<file path="config.mk">
export PLATFORM = sky130hd
export DESIGN_NAME = uart_tx_line_arbiter
export DESIGN_NICKNAME = d
export VERILOG_FILES = /design/src/rtl/uart_tx_line_arbiter.sv
export SDC_FILE = /design/constraint.sdc
export NUM_CORES = 1
export LEC_CHECK = 0
export CAP_MARGIN = 40
export CORE_UTILIZATION = 50
export CTS_BUF_LIST = sky130_fd_sc_hd__clkbuf_4
export DETAILED_ROUTE_END_ITERATION = 8
export PLACE_DENSITY = 0.83
export SLEW_MARGIN = 40
export SYNTH_ARGS = -nofsm -noshare
export SYNTH_HDL_FRONTEND = slang
export SYNTH_SLANG_ARGS = --single-unit
</file>
<file path="constraint.sdc">
create_clock -name clk -period 3.3 [get_ports clk]
set_clock_uncertainty 0.2 [all_clocks]
set_input_delay 0.66 -clock clk [delete_from_list [all_inputs] [get_ports clk]]
set_output_delay 0.66 -clock clk [all_outputs]
set_load 0.02 [all_outputs]
</file>
<file path="src/rtl/uart_tx_line_arbiter.sv">
// uart_tx_line_arbiter
//   Shares one UART TX byte channel between N_REQ requesters. A grant is held
//   for a whole console line: it is released when the owner's accepted byte is
//   8'h0A, when MAX_LINE bytes have been accepted, or when the owner has had no
//   valid byte for IDLE_TIMEOUT consecutive cycles (0 disables the timeout).
//   New grants are issued round-robin, starting after the last owner.
//
//   Optional feature macro: UART_LINE_TAG_EN
//     When defined, each grant starts with a two-byte tag ('0'+owner, ':')
//     emitted by the arbiter before the owner's bytes are passed through.
//
// Ports
//   clk, rst      clock, synchronous active-high reset
//   req_valid_i   per-requester byte valid
//   req_data_i    per-requester byte, requester k on [8k+7:8k]
//   req_ready_o   per-requester accept (only the owner, only while streaming)
//   tx_valid_o    byte valid to the serializer
//   tx_data_o     byte to the serializer
//   tx_ready_i    serializer accept
//   grant_o       one-hot owner, zero when idle
//   busy_o        a grant is active
//   timeout_o     one-cycle pulse on the cycle a timeout release happens
module uart_tx_line_arbiter #(
  parameter int unsigned N_REQ        = 4,
  parameter int unsigned MAX_LINE     = 255,
  parameter int unsigned IDLE_TIMEOUT = 1024
) (
  input  logic                 clk,
  input  logic                 rst,
  input  logic [N_REQ-1:0]     req_valid_i,
  input  logic [8*N_REQ-1:0]   req_data_i,
  output logic [N_REQ-1:0]     req_ready_o,
  output logic                 tx_valid_o,
  output logic [7:0]           tx_data_o,
  input  logic                 tx_ready_i,
  output logic [N_REQ-1:0]     grant_o,
  output logic                 busy_o,
  output logic                 timeout_o
);

  localparam int unsigned GW = $clog2(N_REQ);
  localparam int unsigned SW = (IDLE_TIMEOUT > 0) ? $clog2(IDLE_TIMEOUT + 1) : 1;
  localparam logic [8:0]  LINE_LIM  = 9'(MAX_LINE);
  localparam logic [SW:0] STALL_LIM = (SW + 1)'(IDLE_TIMEOUT);

  typedef enum logic [1:0] {
    ST_IDLE,
`ifdef UART_LINE_TAG_EN
    ST_PFX_ID,
    ST_PFX_SEP,
`endif
    ST_STREAM
  } state_e;

  state_e          state_q, state_d;
  logic [GW-1:0]   owner_q, owner_d;
  logic [GW-1:0]   ptr_q, ptr_d;
  logic [7:0]      byte_cnt_q, byte_cnt_d;
  logic [SW-1:0]   stall_cnt_q, stall_cnt_d;

  logic            owner_valid;
  logic [7:0]      owner_data;
  logic            pick_found;
  logic [GW-1:0]   pick_idx;
  logic            accept;
  logic            release_c;

  always_ff @(posedge clk) begin
    if (rst) begin
      state_q     <= ST_IDLE;
      owner_q     <= '0;
      ptr_q       <= '0;
      byte_cnt_q  <= '0;
      stall_cnt_q <= '0;
    end else begin
      state_q     <= state_d;
      owner_q     <= owner_d;
      ptr_q       <= ptr_d;
      byte_cnt_q  <= byte_cnt_d;
      stall_cnt_q <= stall_cnt_d;
    end
  end

  // Owner's request lane.
  always_comb begin
    owner_valid = 1'b0;
    owner_data  = '0;
    for (int unsigned k = 0; k < N_REQ; k++) begin
      if (owner_q == GW'(k)) begin
        owner_valid = req_valid_i[k];
        owner_data  = req_data_i[8*k +: 8];
      end
    end
  end

  // First valid requester at or after the pointer, wrapping.
  always_comb begin
    int unsigned idx;
    pick_found = 1'b0;
    pick_idx   = '0;
    for (int unsigned i = 0; i < N_REQ; i++) begin
      idx = 32'(ptr_q) + i;
      if (idx >= N_REQ) idx = idx - N_REQ;
      if (!pick_found && req_valid_i[GW'(idx)]) begin
        pick_found = 1'b1;
        pick_idx   = GW'(idx);
      end
    end
  end

  always_comb begin
    busy_o = (state_q != ST_IDLE);
    for (int unsigned k = 0; k < N_REQ; k++) begin
      grant_o[k] = busy_o && (owner_q == GW'(k));
    end
  end

  always_comb begin
    state_d     = state_q;
    owner_d     = owner_q;
    ptr_d       = ptr_q;
    byte_cnt_d  = byte_cnt_q;
    stall_cnt_d = stall_cnt_q;
    req_ready_o = '0;
    tx_valid_o  = 1'b0;
    tx_data_o   = '0;
    timeout_o   = 1'b0;
    accept      = 1'b0;
    release_c   = 1'b0;

    case (state_q)
      ST_IDLE: begin
        if (pick_found) begin
          owner_d     = pick_idx;
          byte_cnt_d  = '0;
          stall_cnt_d = '0;
`ifdef UART_LINE_TAG_EN
          state_d     = ST_PFX_ID;
`else
          state_d     = ST_STREAM;
`endif
        end
      end
`ifdef UART_LINE_TAG_EN
      ST_PFX_ID: begin
        tx_valid_o = 1'b1;
        tx_data_o  = 8'h30 + 8'(owner_q);
        if (tx_ready_i) state_d = ST_PFX_SEP;
      end
      ST_PFX_SEP: begin
        tx_valid_o = 1'b1;
        tx_data_o  = 8'h3A;
        if (tx_ready_i) state_d = ST_STREAM;
      end
`endif
      ST_STREAM: begin
        tx_valid_o = owner_valid;
        tx_data_o  = owner_data;
        for (int unsigned k = 0; k < N_REQ; k++) begin
          req_ready_o[k] = (owner_q == GW'(k)) && tx_ready_i;
        end
        accept = owner_valid && tx_ready_i;
        if (accept) begin
          byte_cnt_d  = byte_cnt_q + 8'd1;
          stall_cnt_d = '0;
          // LF and line-length limit may coincide; either yields one release.
          if (owner_data == 8'h0A || ({1'b0, byte_cnt_q} + 9'd1) == LINE_LIM) begin
            release_c = 1'b1;
          end
        end else if (owner_valid) begin
          // Back-pressure from the serializer is not a stall.
          stall_cnt_d = '0;
        end else if (IDLE_TIMEOUT != 0) begin
          stall_cnt_d = stall_cnt_q + 1'b1;
          if (({1'b0, stall_cnt_q} + 1'b1) == STALL_LIM) begin
            release_c = 1'b1;
            timeout_o = 1'b1;
          end
        end
        if (release_c) begin
          state_d     = ST_IDLE;
          ptr_d       = (owner_q == GW'(N_REQ - 1)) ? '0 : owner_q + 1'b1;
          byte_cnt_d  = '0;
          stall_cnt_d = '0;
        end
      end
      default: state_d = ST_IDLE;
    endcase
  end

endmodule

</file>
==> results of run 1 <==
per-stage QoR:
| stage | utilization [%] | hold slack [ps] | total power (uW) |
|---|---|---|---|
| floorplan | - | 264 | 428 |
| global placement | 69.5 | 297 | 538 |
| detailed placement | 69.5 | 300 | 541 |
| CTS | 70.1 | 331 | 671 |
| global route | 70.3 | 349 | 707 |
| finish | 70.3 | 327 | 667 |
where the power goes:
part	switching (uW)	internal, uW
sequential	3.91	293
clock	88.8	44.4
combinational	117	119
total	210	457
cells by family (layout without fill, tap and decap cells):
kind of cell | after synthesis | count (layout) | synth area share [%]
AND/OR/NAND/NOR | 127 | 127 | 32.2
flip-flops | 24 | 24 | 23.0
buffers and inverters | 23 | 89 | 5.64
multiplexers | 1 | 1 | 0.480
AO/OA/AOI/OAI | 90 | 90 | 33.2
adder cells (fa/ha/maj) | 7 | 7 | 4.20
XOR/XNOR | 3 | 3 | 1.26
registers in the layout (all words and copies together) (netlist names):
name,cells
owner_q,2
state_q,1
stall_cnt_q,11
ptr_q,2
byte_cnt_q,8
worst register-to-register path, cell delays in order (launching register included):
cell and delay, ps:
dfxtp_1 420, inv_1 90, ha_2 240, buf_4 170, nand3b_1 210, a221oi_4 340, a2111oi_4 100, a41oi_4 240
buf_4 180, nand2_1 110, nor4_1 290, a21o_1 120
worst min path at each step:
stage                             start             to  slack, ps
after detailed placement  byte_cnt_q[7]  byte_cnt_q[7]        300
final                     byte_cnt_q[4]  byte_cnt_q[4]        330
after global placement    byte_cnt_q[4]  byte_cnt_q[4]        300
after CTS                 byte_cnt_q[4]  byte_cnt_q[4]        330
after global routing      byte_cnt_q[7]  byte_cnt_q[7]        350
after floorplan           byte_cnt_q[4]  byte_cnt_q[4]        260
routing by layer:
layer	vias to the layer above	routed length, um	track usage [%]
li1	1165	-	-
met1	1110	2580	32.0
met2	67	2830	46.3
met3	11	354	4.97
met4	0	96	9.04
met5	-	0	0
area by class of cell:
class                   count  area (um2)  share of cell area, %
flip-flops and latches     24         480                   17.1
repair buffers             76         711                   25.3
multi-input cells         228        1500                   53.2
inverters                   9        36.3                   1.29
clock inverters             1        3.75                  0.134
well taps                  50        62.6                   2.23
clock buffers               3        22.5                  0.801
cells in the final DEF (no fill, tap or decap), types with 3 or more instances in the layout:
master            n
ha_2              3
and3_1            7
nor3_1            8
clkbuf_4          3
o22a_1            4
clkdlybuf4s50_1  49
nand3_1          12
a21oi_1          21
and2_1            4
a31oi_1           7
o21ai_1           7
o21ai_0          13
dlygate4sd2_1     4
nand2_1          26
nor2_1           27
or3_1             3
o22ai_1           5
a311oi_1          8
ha_1              4
inv_1             8
nor4_1            5
buf_4            19
nand3b_1          4
a22oi_1           3
dfxtp_1          24
nor2b_1           9
dlymetal6s2s_1    3
timing repair:
action,in CTS,in global routing
pin swaps,0,0
setup endpoints to repair,6,8
gates resized for setup,6,7
==> metrics.txt, run 1 <==
outcome=finished, final reports clean; Die Area=4430 um2; reg-to-reg endpoint=byte_cnt_q[5]; Post-CTS Setup Bufs=0; max-slew violations=0; ys flop type=dfxtp_1; DR iter-0 viols=92; Diodes inserted=0; Worst-path clk slew=130 ps; CTS tree=done; post-route cell area=about 2800 um2; internal reg-to-reg setup slack=550 ps; core area=4000 um2; f_max=roughly 310 MHz; Arr. time, crit path=2320 ps; Async S/R FF share, synth=0%; Avg Synthesized Cell Area=7.58 um2; worst-path cell chain=inv_1 > ha_2 > nand3b_1 > a311oi_1 > a21oi_1 > nor2_1 > clkdlybuf4s50_1; RSZ-0062 raised after global routing=no; WP buf/inv=2; Max Cap Violations=0; die height=roughly 67 um; Detailed Place HPWL=4460 um; crit path launch=owner_q[1]; worst setup path endpoint=tx_data_o[0]; Fin Setup TNS=0 ps; Finished Layout Cells=391; largest area contributor in the netlist=dfxtp_1; worst vdd ir=between 200 and 250 uV; Worst Max-Slew Pin Slew=between 500 and 600 ps; Port Buf Inserts=57; syn nets=321; layout cell share with drive strength beyond 1=12.6%; num ports=58; Commonest cells post-synth=27 x nor2_1, 26 x nand2_1, 24 x dfxtp_1, 21 x a21oi_1, 13 x o21ai_0; first-pass GRT wire length=slightly above 9000 um; Ys Warns=0; top-area cell type share of the netlist area=23.0%; DIE WIDTH=66.6 um; category of the worst setup path launch point=flip-flop; Inst Count DP=387; Power Density=around 240 nW/um2; worst min-delay path category=reg2reg; final setup fails=0; DP Worst Slack=approximately 20 ps; row count=23; final worst setup slack=120 ps; Min-Delay Path Depth=1; clk_lat worst skew=320 ps; worst r2r path cells=11; Overflow after GRT=0; DRC=0; worst-path maximum fanout=7; slew margin rel.=63.6%; cts hold-fix bufs=0; R2R Path Start=owner_q[1]; final hold vios=0; FF+latch count, synth=24; P_leak=between 0.001 and 0.0015 uW; Post-synth EDFFs=0; Post-Syn Area=2090 um2; critical path depth in cells=7; RD Place Congestion=0.894; number of global-route vias before repair=2051; Total GRT Usage=26.5%; Synth area leaders=dfxtp_1 23%, a21oi_1 5.0%, nor2_1 4.9%; Max Root-Sink Buffers=2; vias per std cell=6.02; crit path time final=3180 ps; post-DR wirelength/cell=~15 um; post-synth cell types=63; drt total wl=roughly 5900 um; CTS Buf Count=3; Cells after Synth=275; CP delay by family, top=buffers and inverters; drt first pass iters=4; register area share after synthesis=23.0%; critical path's slowest cell=clkdlybuf4s50_1; count leader, synth=nor2_1; Initial Util=52.1%; pin count of the biggest net entering global routing=21; Routed Antenna Nets=0; H-tree levels=1; critical path required time=2440 ps; P&R area growth vs syn=34.8%; Vias=2353; clk sinks=24; placed cell areas=roughly 2800 um2; largest incremental delay on the critical path=610 ps; Setup CP Type=reg2out; Fillers=347; NumNets Final=388; Root Driver=clkbuf_4; initial antenna violation count=0; Setup crit end kind=output pin; Tcrit/Tclk final=96.4%
Power figures use the tool's default switching activity.
==> run 2: changes to the inputs <==
==> constraint.sdc (replaced) <==
create_clock -name clk -period 3.3 [get_ports clk]
set_clock_uncertainty 0.2 [all_clocks]
set_input_delay 0.66 -clock clk [delete_from_list [all_inputs] [get_ports clk]]
set_output_delay 0.66 -clock clk [all_outputs]
set_load 0.1 [all_outputs]
==> run 2 against run 1 <==
Net effect: sequential cell count unchanged; core utilization up 3.0 points; global-route usage up 2.4 points; count of clock-buffer cells in the layout unchanged; register-to-register slack worse by 80 ps; total power up 18%; final cell count down 2.8%; worst hold slack better by 5.3 ps; combinational power up 47%; first-iteration DRC count up 53%; wire length up 4.7%; sequential power about the same; critical endpoint is now timeout_o.
==> metrics.txt, run 2 (synthesis results as in run 1) <==
CTS Buf Count=3 (unchanged); largest incremental delay on the critical path=560 ps (was 610 ps); max-slew violations=0 (unchanged); Cell Int Power=477 uW (was 457 uW); slew margin rel.=52.2% (was 63.6%); vias per std cell=6.12 (was 6.02); clk_lat worst skew=330 ps (was 320 ps); Routed Antenna Nets=0 (unchanged); RD Place Congestion=0.903 (was 0.894); critical path required time=2440 ps (about the same); critical path's slowest cell=or4_1 (was clkdlybuf4s50_1); Initial Util=52.1% (unchanged); CTS tree=done (unchanged); top flop regs=stall_cnt_q x11, byte_cnt_q x8 (unchanged); sequential power share=38.0% (was 44.6%); layout cell share with drive strength beyond 1=17.6% (was 12.6%); Net Sw Frac=39.1% (was 31.5%); commonest non-fill, non-tap cell in the layout=clkdlybuf4s50_1 (unchanged); drt first pass iters=4 (unchanged); category of the worst setup path launch point=flip-flop (unchanged); final worst setup slack=119 ps (was 120 ps); row count=23 (unchanged); final hold vios=0 (unchanged); WP buf/inv=1 (was 2); Power Density=267 nW/um2 (was 237 nW/um2); Min-Delay Path Depth=1 (unchanged); critical path depth in cells=7 (unchanged); worst vdd ir=229 uV (was 207 uV); core area=4000 um2 (unchanged); DR iter-0 viols=141 (was 92); num ports=58 (unchanged); Port Buf Inserts=57 (unchanged); Setup CP Type=reg2out (unchanged); Tcrit/Tclk final=96.4% (about the same); initial antenna violation count=0 (unchanged); Largest register FFs=11 (unchanged); Max Root-Sink Buffers=2 (unchanged); worst-path maximum fanout=5 (was 7); post-DR wirelength/cell=16.2 um (was 15.0 um); clk sinks=24 (unchanged); Vias=2324 (was 2353); Root Driver=clkbuf_4 (unchanged); crit path time final=3180 ps (about the same); drt total wl=6140 um (was 5870 um); Worst Max-Slew Pin Slew=716 ps (was 545 ps); worst r2r path cells=9 (was 11); number of global-route vias before repair=2198 (was 2051); NumNets Final=377 (was 388); DP Worst Slack=153 ps (was 19.6 ps); Sw Pwr=306 uW (was 210 uW); logic gate share of total power=44.5% (was 35.4%); Inst Count DP=375 (was 387); Setup crit end kind=output pin (unchanged); Arr. time, crit path=2320 ps (about the same); first-pass GRT wire length=10000 um (was 9240 um); worst-path cell chain=ha_2 > nand4_1 > or4_1 > o211ai_2 > nand4_4 > nor2_4 > buf_12 (was inv_1 > ha_2 > nand3b_1 > a311oi_1 > a21oi_1 > nor2_1 > clkdlybuf4s50_1); largest reg by FF count=stall_cnt_q (unchanged); P&R area growth vs syn=40.6% (was 34.8%); DIE WIDTH=66.6 um (unchanged); DRC=0 (unchanged); Fin Setup TNS=0 ps (unchanged); Max Cap Violations=0 (unchanged); commonest cells after routing, fill and taps aside=38 x clkdlybuf4s50_1, 26 x nand2_1, 25 x nor2_1 (was 49 x clkdlybuf4s50_1, 27 x nor2_1, 26 x nand2_1); Final Power=783 uW (was 667 uW); share of total power in the clock network=17.6% (was 20.0%); H-tree levels=1 (unchanged); Total GRT Usage=28.9% (was 26.5%); P_leak=0.00104 uW (was 0.00106 uW); RSZ-0062 raised after global routing=no (unchanged); worst min-delay path category=reg2reg (unchanged); Overflow after GRT=0 (unchanged); Detailed Place HPWL=4630 um (was 4460 um); Finished Layout Cells=380 (was 391); CP delay by family, top=simple AND/OR/NAND/NOR gates (was buffers and inverters); Worst-path clk slew=140 ps (was 130 ps); Diodes inserted=0 (unchanged); Die Area=4430 um2 (unchanged); outcome=finished, final reports clean (unchanged); pin count of the biggest net entering global routing=22 (was 21); die height=66.6 um (unchanged); f_max=314 MHz (about the same); final setup fails=0 (unchanged)
[run 2: final cells by class]
| cell class | instances | area (um2) |
|---|---|---|
| flip-flops and latches | 24 | 483 |
| well taps | 50 | 62.6 |
| multi-input cells | 228 | 1540 |
| repair buffers | 65 | 783 |
| clock inverters | 1 | 3.75 |
| inverters | 9 | 36.3 |
| clock buffers | 3 | 22.5 |
| fillers | 315 | 1070 |
[run 2: worst reg2reg max path: stages (launching register included)]
cell,delay [ps]
dfxtp_1,360
inv_1,110
ha_2,350
nor2b_1,340
a221oi_4,130
a2111oi_4,400
a41oi_4,240
o2111ai_4,310
o21ai_1,110
a21o_1,180
[run 2: worst paths after layout]
| path | startpoint | slack [ps] | end |
|---|---|---|---|
| worst max-delay path | stall_cnt_q[0] | 120 | timeout_o |
| worst min-delay path | byte_cnt_q[4] | 330 | byte_cnt_q[4] |
| worst max register to register | owner_q[0] | 470 | byte_cnt_q[5] |
| worst min register to register | byte_cnt_q[4] | 330 | byte_cnt_q[4] |
[run 2: layer usage]
metal	routed length, um	track usage (%)	vias up
li1	-	-	1146
met1	2630	35.2	1103
met2	3080	52.1	66
met3	356	3.94	9
met4	76	7.98	0
met5	0	0	-
[run 2: repair_timing]
item	CTS	global route
pin swaps	0	1
endpoints found under the setup margin	1	2
setup buffers	0	1
resized for setup	5	3
hold buffers	0	0
[run 2: power groups by stage]
stage / Combinational (uW) / Sequential (uW) / Clock (uW)
floorplan: 207 / 308 / 0
global route: 368 / 298 / 148
CTS: 348 / 297 / 137
global placement: 342 / 303 / 0
finish: 348 / 297 / 137
detailed placement: 346 / 303 / 0
[run 2: stage by stage]
| stage | hold WS [ps] | util, % | instance area (um2) |
|---|---|---|---|
| after floorplan | 264 | - | 2110 |
| after global placement | 294 | 71.8 | 2870 |
| after detailed placement | 305 | 71.8 | 2870 |
| after CTS | 327 | 72.9 | 2920 |
| after global routing | 362 | 73.3 | 2930 |
| final | 332 | 73.3 | 2930 |
==> run 3: changes to the inputs <==
==> constraint.sdc (replaced) <==
create_clock -name clk -period 3.3 [get_ports clk]
set_clock_uncertainty 0.2 [all_clocks]
set_input_delay 0.495 -clock clk [delete_from_list [all_inputs] [get_ports clk]]
set_output_delay 0.495 -clock clk [all_outputs]
set_load 0.1 [all_outputs]
==> run 3 against run 2 <==
Net effect: final cell count is 0.79% lower; setup slack better by 51 ps; total power is 1.4% lower; global-route usage is 1.4 points lower; design area is 2.7% lower; register-to-register slack worse by 90 ps; non-clock buffer count is 2 lower; largest cell class unchanged; largest power group unchanged.
==> metrics.txt, run 3 (synthesis results as in run 1) <==
H-tree levels=1 (unchanged); Worst Max-Slew Pin Slew=658 ps (was 716 ps); Vias=2333 (was 2324); Initial Util=52.1% (unchanged); final hold vios=0 (unchanged); Routed Antenna Nets=0 (unchanged); Detailed Place HPWL=4590 um (was 4630 um); Port Buf Inserts=57 (unchanged); P&R area growth vs syn=36.7% (was 40.6%); worst min-delay path category=reg2reg (unchanged); vias per std cell=6.19 (was 6.12); die height=66.6 um (unchanged); row count=23 (unchanged); crit path time final=3130 ps (was 3180 ps); share of total power in the clock network=16.8% (was 17.6%); Largest register FFs=11 (unchanged); Endpoint, Worst Hold=owner_q[0] (was byte_cnt_q[4]); num ports=58 (unchanged); Net Sw Frac=38.8% (was 39.1%); register area=480 um2 (was 483 um2); DR iter-0 viols=173 (was 141); Fillers=327 (was 315); critical path's slowest cell=dfxtp_1 (was or4_1); Power Density=271 nW/um2 (was 267 nW/um2); CTS tree=done (unchanged); outcome=finished, final reports clean (unchanged); RSZ-0062 raised after global routing=no (unchanged); NumNets Final=375 (was 377); drt first pass iters=4 (unchanged); post-route core utilization=71.3% (was 73.3%); logic gate share of total power=44.8% (was 44.5%); Diodes inserted=0 (unchanged); worst vdd ir=313 uV (was 229 uV); sequential power share=38.5% (was 38.0%); worst r2r path cells=8 (was 9); clk_lat worst skew=320 ps (was 330 ps); number of global-route vias before repair=2216 (was 2198); Tcrit/Tclk final=94.9% (was 96.4%); Max Root-Sink Buffers=2 (unchanged); Hold Slack=328 ps (was 332 ps); commonest cells after routing, fill and taps aside=38 x clkdlybuf4s50_1, 26 x nand2_1, 24 x dfxtp_1 (was 38 x clkdlybuf4s50_1, 26 x nand2_1, 25 x nor2_1); Cell Int Power=473 uW (was 477 uW); Inst Count DP=374 (was 375); Hold Path Origin=owner_q[0] (was byte_cnt_q[4]); Die Area=4430 um2 (unchanged); Total GRT Usage=27.5% (was 28.9%); DIE WIDTH=66.6 um (unchanged); R2R Path Start=owner_q[1] (was owner_q[0]); critical path required time=2600 ps (was 2440 ps); Worst-path clk slew=130 ps (was 140 ps); drt total wl=5970 um (was 6140 um); largest reg by FF count=stall_cnt_q (unchanged); final setup fails=0 (unchanged); internal reg-to-reg setup slack=380 ps (was 470 ps); max-slew violations=0 (unchanged); core area=4000 um2 (unchanged); category of the worst setup path launch point=flip-flop (unchanged); pin count of the biggest net entering global routing=21 (was 22); clk sinks=24 (unchanged); Min-Delay Path Depth=2 (was 1); worst-path maximum fanout=7 (was 5); Root Driver=clkbuf_4 (unchanged); multi-input logic area=1560 um2 (was 1540 um2); post-DR wirelength/cell=15.8 um (was 16.2 um); top flop regs=stall_cnt_q x11, byte_cnt_q x8 (unchanged); WP buf/inv=2 (was 1); Sw Pwr=300 uW (was 306 uW); commonest non-fill, non-tap cell in the layout=clkdlybuf4s50_1 (unchanged); Setup crit end kind=output pin (unchanged); first-pass GRT wire length=9520 um (was 10000 um); Overflow after GRT=0 (unchanged); f_max=319 MHz (was 314 MHz); slew margin rel.=56.1% (was 52.2%); reg-to-reg endpoint=byte_cnt_q[2] (was byte_cnt_q[5]); RD Place Congestion=0.884 (was 0.903); Finished Layout Cells=377 (was 380); layout cell share with drive strength beyond 1=18.0% (was 17.6%); Max Cap Violations=0 (unchanged); worst-path cell chain=inv_1 > ha_1 > nor2b_2 > a22o_1 > nor2_1 > or3_1 > a21oi_2 > buf_12 (was ha_2 > nand4_1 > or4_1 > o211ai_2 > nand4_4 > nor2_4 > buf_12); largest incremental delay on the critical path=360 ps (was 560 ps); Arr. time, crit path=2440 ps (was 2320 ps); CTS Buf Count=3 (unchanged); P_leak=0.00101 uW (was 0.00104 uW); Setup CP Type=reg2out (unchanged); initial antenna violation count=0 (unchanged); CP delay by family, top=simple AND/OR/NAND/NOR gates (unchanged); DRC=0 (unchanged)
-- run 3: stage by stage --
step / setup slack (ps) / setup TNS (ps) / area, um2 / total power [uW]
2_1_floorplan: -955 / -1180 / 2130 / 518
3_3_place_gp: 364 / 0 / 2800 / 642
3_5_place_dp: 289 / 0 / 2800 / 645
4_1_cts: 23.1 / 0 / 2820 / 775
5_1_grt: 30.9 / 0 / 2850 / 806
6_report: 169 / 0 / 2850 / 773
-- run 3: worst max-delay path by stage --
stage,from,endpoint,slack (ps),depth (start not counted)
finish,owner_q[0],tx_data_o[5],170,8
global route,owner_q[0],tx_data_o[5],30,8
CTS,owner_q[0],timeout_o,20,8
detailed placement,req_data_i[22],byte_cnt_q[5],290,8
global placement,req_data_i[22],byte_cnt_q[5],360,8
floorplan,state_q[0],tx_data_o[1],-960,2
-- run 3: layout make-up --
cell class,count,share of cell area [%]
clock buffer,3,0.790
inverter,9,1.27
multi-input combinational,228,54.6
sequential,24,16.8
tap,50,2.19
timing repair buffer,63,24.3
-- run 3: worst min-delay path, cell delays in order (launching register included) --
cell and delay (ps):
dfxtp_1 360, o21ai_0 80, a21oi_1 60
-- run 3: per-layer routing --
layer	wire [um]	up-vias	global-route usage (%)
met5	0	-	0
met4	149	0	13.3
met3	334	18	3.25
met2	3010	92	51.0
met1	2470	1081	30.4
li1	-	1142	-
-- run 3: timing repair --
action | CTS | global route
gates resized for setup | 0 | 4
hold buffers | 0 | 0
endpoints found under the setup margin | 0 | 2
setup buffers | 0 | 0
-- run 3: power groups by stage --
stage               combinational [uW]  clock [uW]  sequential (uW)
finish                             346         130              297
global route                       364         143              298
CTS                                342         136              297
detailed placement                 341           0              304
global placement                   338           0              303
floorplan                          209           0              308
